## config.mk

```make
export PLATFORM = sky130hd
export DESIGN_NAME = risc_program_counter
export DESIGN_NICKNAME = d
export VERILOG_FILES = /design/src/rtl/risc_program_counter.sv
export SDC_FILE = /design/constraint.sdc
export NUM_CORES = 1
export LEC_CHECK = 0
export BUFFER_PORTS_ARGS = -buffer_cell sky130_fd_sc_hd__buf_2
export CAP_MARGIN = 25
export CORE_MARGIN = 4
export CORE_UTILIZATION = 30
export CTS_CLUSTER_SIZE = 14
export DETAILED_ROUTE_END_ITERATION = 16
export PLACE_DENSITY_LB_ADDON = 0.12
export SETUP_SLACK_MARGIN = 0.15
export SLEW_MARGIN = 20
export SYNTH_ARGS = -nofsm -noshare
export SYNTH_HDL_FRONTEND = slang
export SYNTH_SLANG_ARGS = --single-unit
```

## constraint.sdc

```tcl
create_clock -name clk -period 1.6 [get_ports clk]
set_clock_uncertainty 0.15 [all_clocks]
set_input_delay 0.16 -clock clk [delete_from_list [all_inputs] [get_ports clk]]
set_output_delay 0.16 -clock clk [all_outputs]
set_load 0.1 [all_outputs]
```

## src/rtl/risc_program_counter.sv

```systemverilog
`default_nettype none
// ============================================================================
//  Module   : risc_program_counter
//  Purpose  : Instruction address register for the RISC core. Once per rising
//             clock edge the address is reset, loaded with a branch target,
//             incremented by one, or held, in that priority order.
//  Ports    :
//    clk          in   1           system clock, rising-edge active
//    rst          in   1           synchronous active-high reset
//    inc          in   1           advance address by one (lowest priority)
//    branch_en    in   1           load branch_addr (overrides inc)
//    branch_addr  in   ADDR_WIDTH  absolute branch target, loaded verbatim
//    current_addr out  ADDR_WIDTH  current program address (register output)
//  Revision : 1.0  initial release
// ============================================================================
module risc_program_counter #(
    parameter int ADDR_WIDTH = 11,
    parameter int RESET_ADDR = 0
) (
    input  wire logic                  clk,
    input  wire logic                  rst,
    input  wire logic                  inc,
    input  wire logic                  branch_en,
    input  wire logic [ADDR_WIDTH-1:0] branch_addr,
    output logic      [ADDR_WIDTH-1:0] current_addr
);

    localparam logic [ADDR_WIDTH-1:0] c_reset_addr = RESET_ADDR[ADDR_WIDTH-1:0];
    localparam logic [ADDR_WIDTH-1:0] c_one        = {{(ADDR_WIDTH-1){1'b0}}, 1'b1};

    // Refuse to elaborate with a reset address that would be silently truncated.
    generate
        if ((RESET_ADDR < 0) || (RESET_ADDR >= (1 << ADDR_WIDTH))) begin : g_reset_addr_check
            $error("risc_program_counter: RESET_ADDR does not fit in ADDR_WIDTH bits");
        end
    endgenerate

    logic [ADDR_WIDTH-1:0] r_addr;
    logic [ADDR_WIDTH-1:0] w_addr_inc;

    // Natural width of the sum drops the carry, giving the 2^ADDR_WIDTH wrap.
    assign w_addr_inc = r_addr + c_one;

    always_ff @(posedge clk) begin
        if (rst) begin
            r_addr <= c_reset_addr;
        end else if (branch_en) begin
            // Target is taken exactly; a concurrent inc is ignored.
            r_addr <= branch_addr;
        end else if (inc) begin
            r_addr <= w_addr_inc;
        end
    end

    // Fetch stage sees the register directly; no input-to-output path.
    assign current_addr = r_addr;

endmodule
`default_nettype wire

```

==> results of run 1 <==
worst register-to-register path: cells and delay by family (launching register included):
family	cells	cell delay (ns)
simple gates	3	0.93
flops	1	0.35
layout make-up:
cell class	instances	area (µm²)
Multi-Input combinational cell	62	443
Clock buffer	4	26.3
Inverter	2	7.51
Tap cell	27	33.8
Fill cell	214	1040
Timing Repair Buffer	36	228
Sequential cell	11	262
cells by family after synthesis:
logic type	count (synthesis)	share of synthesized area, %
muxes	1	1.69
buffers and inverters	6	4.32
and+or+nand+nor	38	35.1
adders and majority gates	1	1.88
DFF	11	33.1
AOI/OAI and AO/OA	19	19.9
xor gates and xnor gates	3	3.95
per-layer routing:
layer / GRT usage, % / wire [µm]
met1: 18.3 / 813
met2: 20.1 / 850
met3: 2.41 / 102
met4: 6.48 / 12
met5: 0 / 0
cell usage after synthesis (all sizes together):
master	number
a21oi	3
nor4bb	1
a31oi	1
or2	1
o31a	1
nand4	5
o21ai	4
nor3b	1
ha	1
a211oi	3
or4b	2
and3b	2
dfxtp	11
a221oi	1
o2111ai	1
nand2	8
clkbuf	1
nor4b	1
a311oi	3
nor2	6
mux2	1
xor2	3
inv	2
buf	3
o211ai	2
or3	4
or4	2
nand3	5
power by group through the flow:
| stage | registers, mW | logic (mW) | clock network (mW) |
|---|---|---|---|
| global route | 0.327 | 0.295 | 0.224 |
| detailed placement | 0.329 | 0.262 | 0 |
| floorplan | 0.471 | 0.0626 | 0 |
| finish | 0.322 | 0.277 | 0.199 |
| CTS | 0.323 | 0.276 | 0.207 |
| global placement | 0.329 | 0.261 | 0 |
how the worst max path moves through the flow:
stage | endpoint | depth (start not counted)
3_5_place_dp | current_addr[10] | 4
4_1_cts | current_addr[10] | 3
5_1_grt | current_addr[10] | 3
3_3_place_gp | current_addr[10] | 4
2_1_floorplan | current_addr[10] | 4
6_report | current_addr[10] | 3
what timing repair did:
action                                 CTS  global route
endpoints found under the hold margin    6             0
pin swaps                                0             0
gates resized for setup                  0             2
buffers inserted                         0             1
hold buffers                             7             0
setup endpoints to repair                1             5
==> metrics.txt, run 1 <==
Worst Hold Launch branch_addr[6]; Die Wd 55.1 µm; leakage 0.401 nW; Max Slew Vio Count 0; max reg flops 11; Setup WS pre-CTS 0.0845 ns; port bufs 25; Yosys Warn Count 0; # DRC 0; CP Class register to register; WP data required 1.66 ns; # rows 16; crit-path max cell delay 0.45 ns; vias in the first global route 674; Setup WS post-layout 0.102 ns; Final Net Count 132; Top delay family on crit path simple AND/OR/NAND/NOR gates; CTS clk-pin slew, worst paths 0.08 ns; Setup-failing EPs final 0; Routed WL 1780 µm; type of destination of the critical path register; most common cell after layout, fill and taps aside buf_2; worst path bufs/invs 0; Post-Syn Area per Cell 8.43 µm²; total number of vias 747; sequential power share 40.4%; final std cells w/o fill 142; die height 55.1 µm; Rel. slew slack 67.8%; clock buffer depth 2; Syn Nets 95; Wirelength per Cell 12.5 µm; vias per std cell 5.26; Final Wtd Congestion 0.740; RR Startpoint current_addr[10]; Switching Share 42.0%; Starting Density 32.6%; Critical Path, Cell by Cell or4b_1 -> or4_1 -> nand3_1; TritonCTS clock tree yes; initial antenna violation count 0; worst-path maximum fanout 4; Tcrit/Tclk final 93.6%; Die ar. 3040 µm²; fin util 49.0%; Switching Power 0.335 mW; pin count of the biggest net entering global routing 14; Clk pwr share 24.9%; Max IR drop VDD 339 µV; slowest CP cell or4b_1; cell area after layout 1000 µm²; Ant. Diodes 0; Mapped Area 666 µm²; register area share after synthesis 33.1%; setup_tns 0 ns; Hold Path Class primary input to register; DPL Wire Length 1320 µm; post-placement cell count 130; commonest non-fill, non-tap cells in the layout buf_2, dfxtp_4, nand2_1, dlygate4sd3_1, nor2_1; flop2flop setup slack 0.10 ns; total power 0.798 mW; I/O Pins 26; root buffer cell clkbuf_4; CORE AREA 2040 µm²; post-synth top area cell dfxtp_1; share of layout cells above drive strength 1 44.3%; synthesis-to-finish area growth 50.2%; Internal 0.463 mW; worst hold path depth 3; Yosys top cell area share 33.1%; Iter 0 DRT Violations 15; FF+latch count, synth 11; final hold vios 0; Final ANT Viol Nets 0; min Tclk post-route 1.50 ns; WHS 0.00606 ns; reg2reg end current_addr[10]; Worst-Margin Slew 0.487 ns; RSZ-0062 raised after global routing true; Arr. time, crit path 1.56 ns; number of library cell types mapped by synthesis 30; crit start category register; Worst Hold Path EP current_addr[6]; clock sink total 11; total CTS buffers 3; fmax 668 MHz; first-pass GRT wire length 2880 µm; total of max-cap violations 0; Area contributors post-synth dfxtp_1, nand2_1, a311oi_1; Placed Area 888 µm²; H-tree levels 1; Gate Count Post-Synth 79; GRT Total Usage 13.4%; CP startpoint current_addr[10]; Comb pwr share 34.7%; Clock Latency Late Sink 0.27 ns; Pwr per Cell Area 799 nW/µm²; grt ovf 0; R2R depth 3; DR pass1 iterations 6; status complete, no violations
No activity file was read; power rests on OpenSTA's default activity.
==> run 2: changes to the inputs <==
==> constraint.sdc (replaced) <==
create_clock -name clk -period 1.6 [get_ports clk]
set_clock_uncertainty 0.15 [all_clocks]
set_input_delay 0.16 -clock clk [delete_from_list [all_inputs] [get_ports clk]]
set_output_delay 0.16 -clock clk [all_outputs]
set_load 0.005 [all_outputs]
==> metrics.txt, run 2 (same netlist as run 1, synthesis figures left out) <==
status complete, no violations; post-placement cell count 134 (+3.1%); Starting Density 32.6% (unchanged); Multi-input gate area 435 µm² (-1.7%); clock buffer depth 2 (unchanged); port bufs 25 (unchanged); total of max-cap violations 0 (unchanged); FF+latch area 235 µm² (-10%); # DRC 0 (unchanged); vias in the first global route 701 (+4.0%); Clock Latency Late Sink 0.27 ns (about the same); synthesis-to-finish area growth 48.9%; Iter 0 DRT Violations 15 (unchanged); final std cells w/o fill 146 (+2.8%); TritonCTS clock tree yes; Placed Area 861 µm² (-3.1%); crit start category register; die height 55.1 µm (unchanged); CTS clk-pin slew, worst paths 0.08 ns (about the same); Die ar. 3040 µm² (unchanged); leakage 0.418 nW (+4.1%); crit-path max cell delay 0.50 ns (+0.05 ns); Final Wtd Congestion 0.705 (-4.7%); min Tclk post-route 1.52 ns (+0.0184 ns); share of layout cells above drive strength 1 41.2% (-3.2 points); Arr. time, crit path 1.57 ns (about the same); I/O Pins 26 (unchanged); clock sink total 11 (unchanged); commonest non-fill, non-tap cells in the layout buf_2, buf_4, nand2_1; CORE AREA 2040 µm² (unchanged); Rel. slew slack 76.0% (+8.2 points); cell area after layout 991 µm² (-0.88%); vias per std cell 5.26 (about the same); Max Slew Vio Count 0 (unchanged); Routed WL 1910 µm (+7.4%); Layout fillers 216 (+0.93%); max reg flops 11 (unchanged); Worst-Margin Slew 0.360 ns (-0.127 ns); slowest CP cell or4b_1; fmax 660 MHz (-1.2%); Setup-failing EPs final 0 (unchanged); DR pass1 iterations 4 (-2); Pwr per Cell Area 671 nW/µm² (-16%); WP data required 1.65 ns (about the same); worst-path maximum fanout 2 (-2); most common cell after layout, fill and taps aside buf_2; Die Wd 55.1 µm (unchanged); total power 0.665 mW (-17%); Tcrit/Tclk final 94.8% (+1.2 points); Ant. Diodes 0 (unchanged); type of destination of the critical path register; first-pass GRT wire length 3200 µm (+11%); Wirelength per Cell 13.1 µm (+4.5%); RSZ-0062 raised after global routing true; Hold Path Class primary input to register; total CTS buffers 3 (unchanged); CP Class register to register; final hold vios 0 (unchanged); root buffer cell clkbuf_4; Critical Path, Cell by Cell or4b_1 -> or4_1 -> nand3_1; Max IR drop VDD 457 µV (+35%); Final Net Count 136 (+3.0%); pin count of the biggest net entering global routing 14 (unchanged); # rows 16 (unchanged); H-tree levels 1 (unchanged); total number of vias 768 (+2.8%); setup_tns 0 ns (unchanged); Final ANT Viol Nets 0 (unchanged); initial antenna violation count 0 (unchanged); GRT Total Usage 14.9% (+1.5 points); grt ovf 0 (unchanged)
-- run 2: final timing paths --
kind | endpoint | from | cells past startpoint | slack (ns)
setup / recovery | current_addr[10] | current_addr[10] | 3 | 0.08
hold / removal | current_addr[6] | branch_addr[6] | 3 | 0.006
setup reg to reg | current_addr[10] | current_addr[10] | 3 | 0.08
hold reg to reg | current_addr[9] | current_addr[9] | 2 | 0.40
-- run 2: layout make-up --
class                   instances  share of cell area, %
well taps                      27                   3.41
flip-flops and latches         11                   23.7
multi-input cells              62                   43.9
inverters                       2                  0.758
clock buffers                   4                   2.65
repair buffers                 40                   25.5
-- run 2: power breakdown --
part	switching, mW	total (mW)	leakage, nW	internal, mW
Combinational	0.0674	0.150	0.309	0.0831
Sequential	0.0245	0.319	0.0941	0.295
Clock	0.0993	0.196	0.0150	0.0965
-- run 2: timing repair --
action | in CTS | in global routing
hold buffers | 6 | 0
pin swaps | 0 | 3
resized for setup | 4 | 5
endpoints found under the setup margin | 7 | 6
setup buffers | 2 | 0
endpoints found under the hold margin | 6 | 0
-- run 2: worst max-delay path: cells and delay by family (launching register included) --
family | cells | cell delay (ns)
flops | 1 | 0.32
simple gates | 3 | 0.99
-- run 2: through the flow --
| stage | utilization, % | setup WS (ns) | hold WS, ns |
|---|---|---|---|
| after detailed placement | 42.2 | 0.0841 | 0.256 |
| after floorplan | - | 0.134 | 0.146 |
| after CTS | 47.8 | 0.0883 | 0.00715 |
| after global routing | 48.5 | 0.0434 | 0.0216 |
| final | 48.5 | 0.0839 | 0.00636 |
| after global placement | 42.2 | 0.0909 | 0.251 |
-- run 2: routing by layer --
metal | up-vias | GRT usage, % | part of all wire (%)
li1 | 390 | - | -
met1 | 350 | 18.6 | 42
met2 | 24 | 23.8 | 50
met3 | 4 | 5.63 | 6.1
met4 | 0 | 4.45 | 1.5
met5 | - | 0 | 0
==> run 3: changes to the inputs <==
--- a/config.mk
+++ b/config.mk
@@ -9,9 +9,11 @@
 export CAP_MARGIN = 25
 export CORE_MARGIN = 4
 export CORE_UTILIZATION = 30
+export CTS_BUF_LIST = sky130_fd_sc_hd__clkbuf_16
 export CTS_CLUSTER_SIZE = 14
 export DETAILED_ROUTE_END_ITERATION = 16
 export PLACE_DENSITY_LB_ADDON = 0.12
+export RECOVER_POWER = 50
 export SETUP_SLACK_MARGIN = 0.15
 export SLEW_MARGIN = 20
 export SYNTH_ARGS = -nofsm -noshare
==> metrics.txt, run 3 (same netlist as run 1, synthesis figures left out) <==
DR pass1 iterations 3 (-1); reg2reg end current_addr[6]; vias in the first global route 656 (-6.4%); fmax 663 MHz (+0.47%); crit-path max cell delay 0.43 ns (-0.07 ns); root buffer cell clkbuf_16; Critical Path, Cell by Cell ha_4 -> nand3_1 -> or3_1 -> a311oi_2; initial antenna violation count 0 (unchanged); max reg flops 11 (unchanged); Layout fillers 230 (+6.5%); final hold vios 0 (unchanged); Starting Density 32.6% (unchanged); R2R depth 4 (+1); most common cell after layout, fill and taps aside buf_2; port bufs 25 (unchanged); RR Startpoint current_addr[0]; Max IR drop VDD 693 µV (+52%); WP data required 1.60 ns (-0.05 ns); min Tclk post-route 1.51 ns (-0.00703 ns); Hold Buf Count CTS 0 (-6); Top delay family on crit path flip-flops; Max Slew Vio Count 0 (unchanged); CORE AREA 2040 µm² (unchanged); flop2flop setup slack 0.09 ns (about the same); Hold Path Class primary input to register; worst-path maximum fanout 5 (+3); cell area after layout 963 µm² (-2.8%); first-pass GRT wire length 3080 µm (-3.9%); WHS 0.00785 ns (+0.00150 ns); Worst Hold Launch branch_addr[1]; Arr. time, crit path 1.51 ns (-0.06 ns); total CTS buffers 3 (unchanged); clock sink total 11 (unchanged); setup_tns 0 ns (unchanged); CP Class register to register; worst path bufs/invs 0 (unchanged); status complete, no violations; Rel. slew slack 74.8% (-1.1 points); GRT Total Usage 14.8% (-0.17 points); Final ANT Viol Nets 0 (unchanged); Routed WL 1860 µm (-2.7%); # DRC 0 (unchanged); grt ovf 0 (unchanged); slowest CP cell dfxtp_1; Setup-failing EPs final 0 (unchanged); Tcrit/Tclk final 94.3% (-0.44 points); Worst Hold Path EP current_addr[1]; Die Wd 55.1 µm (unchanged); I/O Pins 26 (unchanged); clock buffer depth 2 (unchanged); Wirelength per Cell 13.3 µm (+1.5%); Clock Latency Late Sink 0.24 ns (-0.03 ns); commonest non-fill, non-tap cells in the layout buf_2, nand2_1, dfxtp_1; Pwr per Cell Area 942 nW/µm² (+40%); type of destination of the critical path register; pin count of the biggest net entering global routing 14 (unchanged); CTS clk-pin slew, worst paths 0.04 ns (-0.04 ns); die height 55.1 µm (unchanged); Final Net Count 130 (-4.4%); total of max-cap violations 0 (unchanged); # rows 16 (unchanged); TritonCTS clock tree yes; Die ar. 3040 µm² (unchanged); leakage 0.399 nW (-4.6%); Worst-Margin Slew 0.377 ns (+0.0167 ns); Iter 0 DRT Violations 7 (-8); H-tree levels 1 (unchanged); RSZ-0062 raised after global routing true; crit start category register; synthesis-to-finish area growth 44.7%; worst hold path depth 3 (unchanged); total number of vias 751 (-2.2%); Final Wtd Congestion 0.705 (unchanged); Ant. Diodes 0 (unchanged); share of layout cells above drive strength 1 37.2% (-4.0 points); Placed Area 861 µm² (unchanged); vias per std cell 5.36 (+2.0%)
-- run 3: final cells by class --
cell class,instances,area (µm²),area share [%]
Clock inverter,1,3.75,0.390
Tap cell,27,33.8,3.51
Timing Repair Buffer,34,176,18.3
Sequential cell,11,226,23.5
Multi-Input combinational cell,62,440,45.7
Clock buffer,3,75.1,7.79
Inverter,2,7.51,0.779
-- run 3: through the flow --
| stage | worst slack [ns] | util (%) | total power, mW | cells |
|---|---|---|---|---|
| floorplan | 0.134 | - | 0.387 | 79 |
| global placement | 0.0909 | 42.2 | 0.453 | 134 |
| detailed placement | 0.0841 | 42.2 | 0.453 | 134 |
| CTS | 0.0891 | 47.0 | 0.922 | 139 |
| global route | 0.00923 | 47.2 | 0.958 | 140 |
| finish | 0.0909 | 47.2 | 0.907 | 140 |
-- run 3: layer usage --
metal	track usage (%)	share of wire, %	vias up
met5	0	0	-
met4	6.88	1.3	0
met3	6.43	6.4	4
met2	21.9	49	19
met1	18.3	43	352
li1	-	-	376
-- run 3: worst max-delay path by stage --
stage                startpoint          endpoint  slack (ns)  depth (start not counted)
3_5_place_dp    current_addr[0]   current_addr[6]        0.08                          4
2_1_floorplan  current_addr[10]  current_addr[10]        0.13                          3
3_3_place_gp          branch_en  current_addr[10]        0.09                          4
5_1_grt         current_addr[0]   current_addr[6]       0.009                          4
6_report        current_addr[0]   current_addr[6]        0.09                          4
4_1_cts        current_addr[10]  current_addr[10]        0.09                          3
-- run 3: repair_timing --
action	CTS	global route
endpoints found under the setup margin	7	6
pin swaps	0	3
buffers inserted	1	1
resized for setup	3	5
-- run 3: power by group --
part	internal (mW)	leakage (nW)	switching [mW]	total (mW)
clock	0.328	0.0423	0.125	0.453
combinational	0.0674	0.264	0.0649	0.132
sequential	0.296	0.0926	0.0254	0.322
-- run 3: worst min-delay path, stage by stage --
cell and delay (ns):
buf_2 0.10, nand2_1 0.05, a21oi_1 0.05
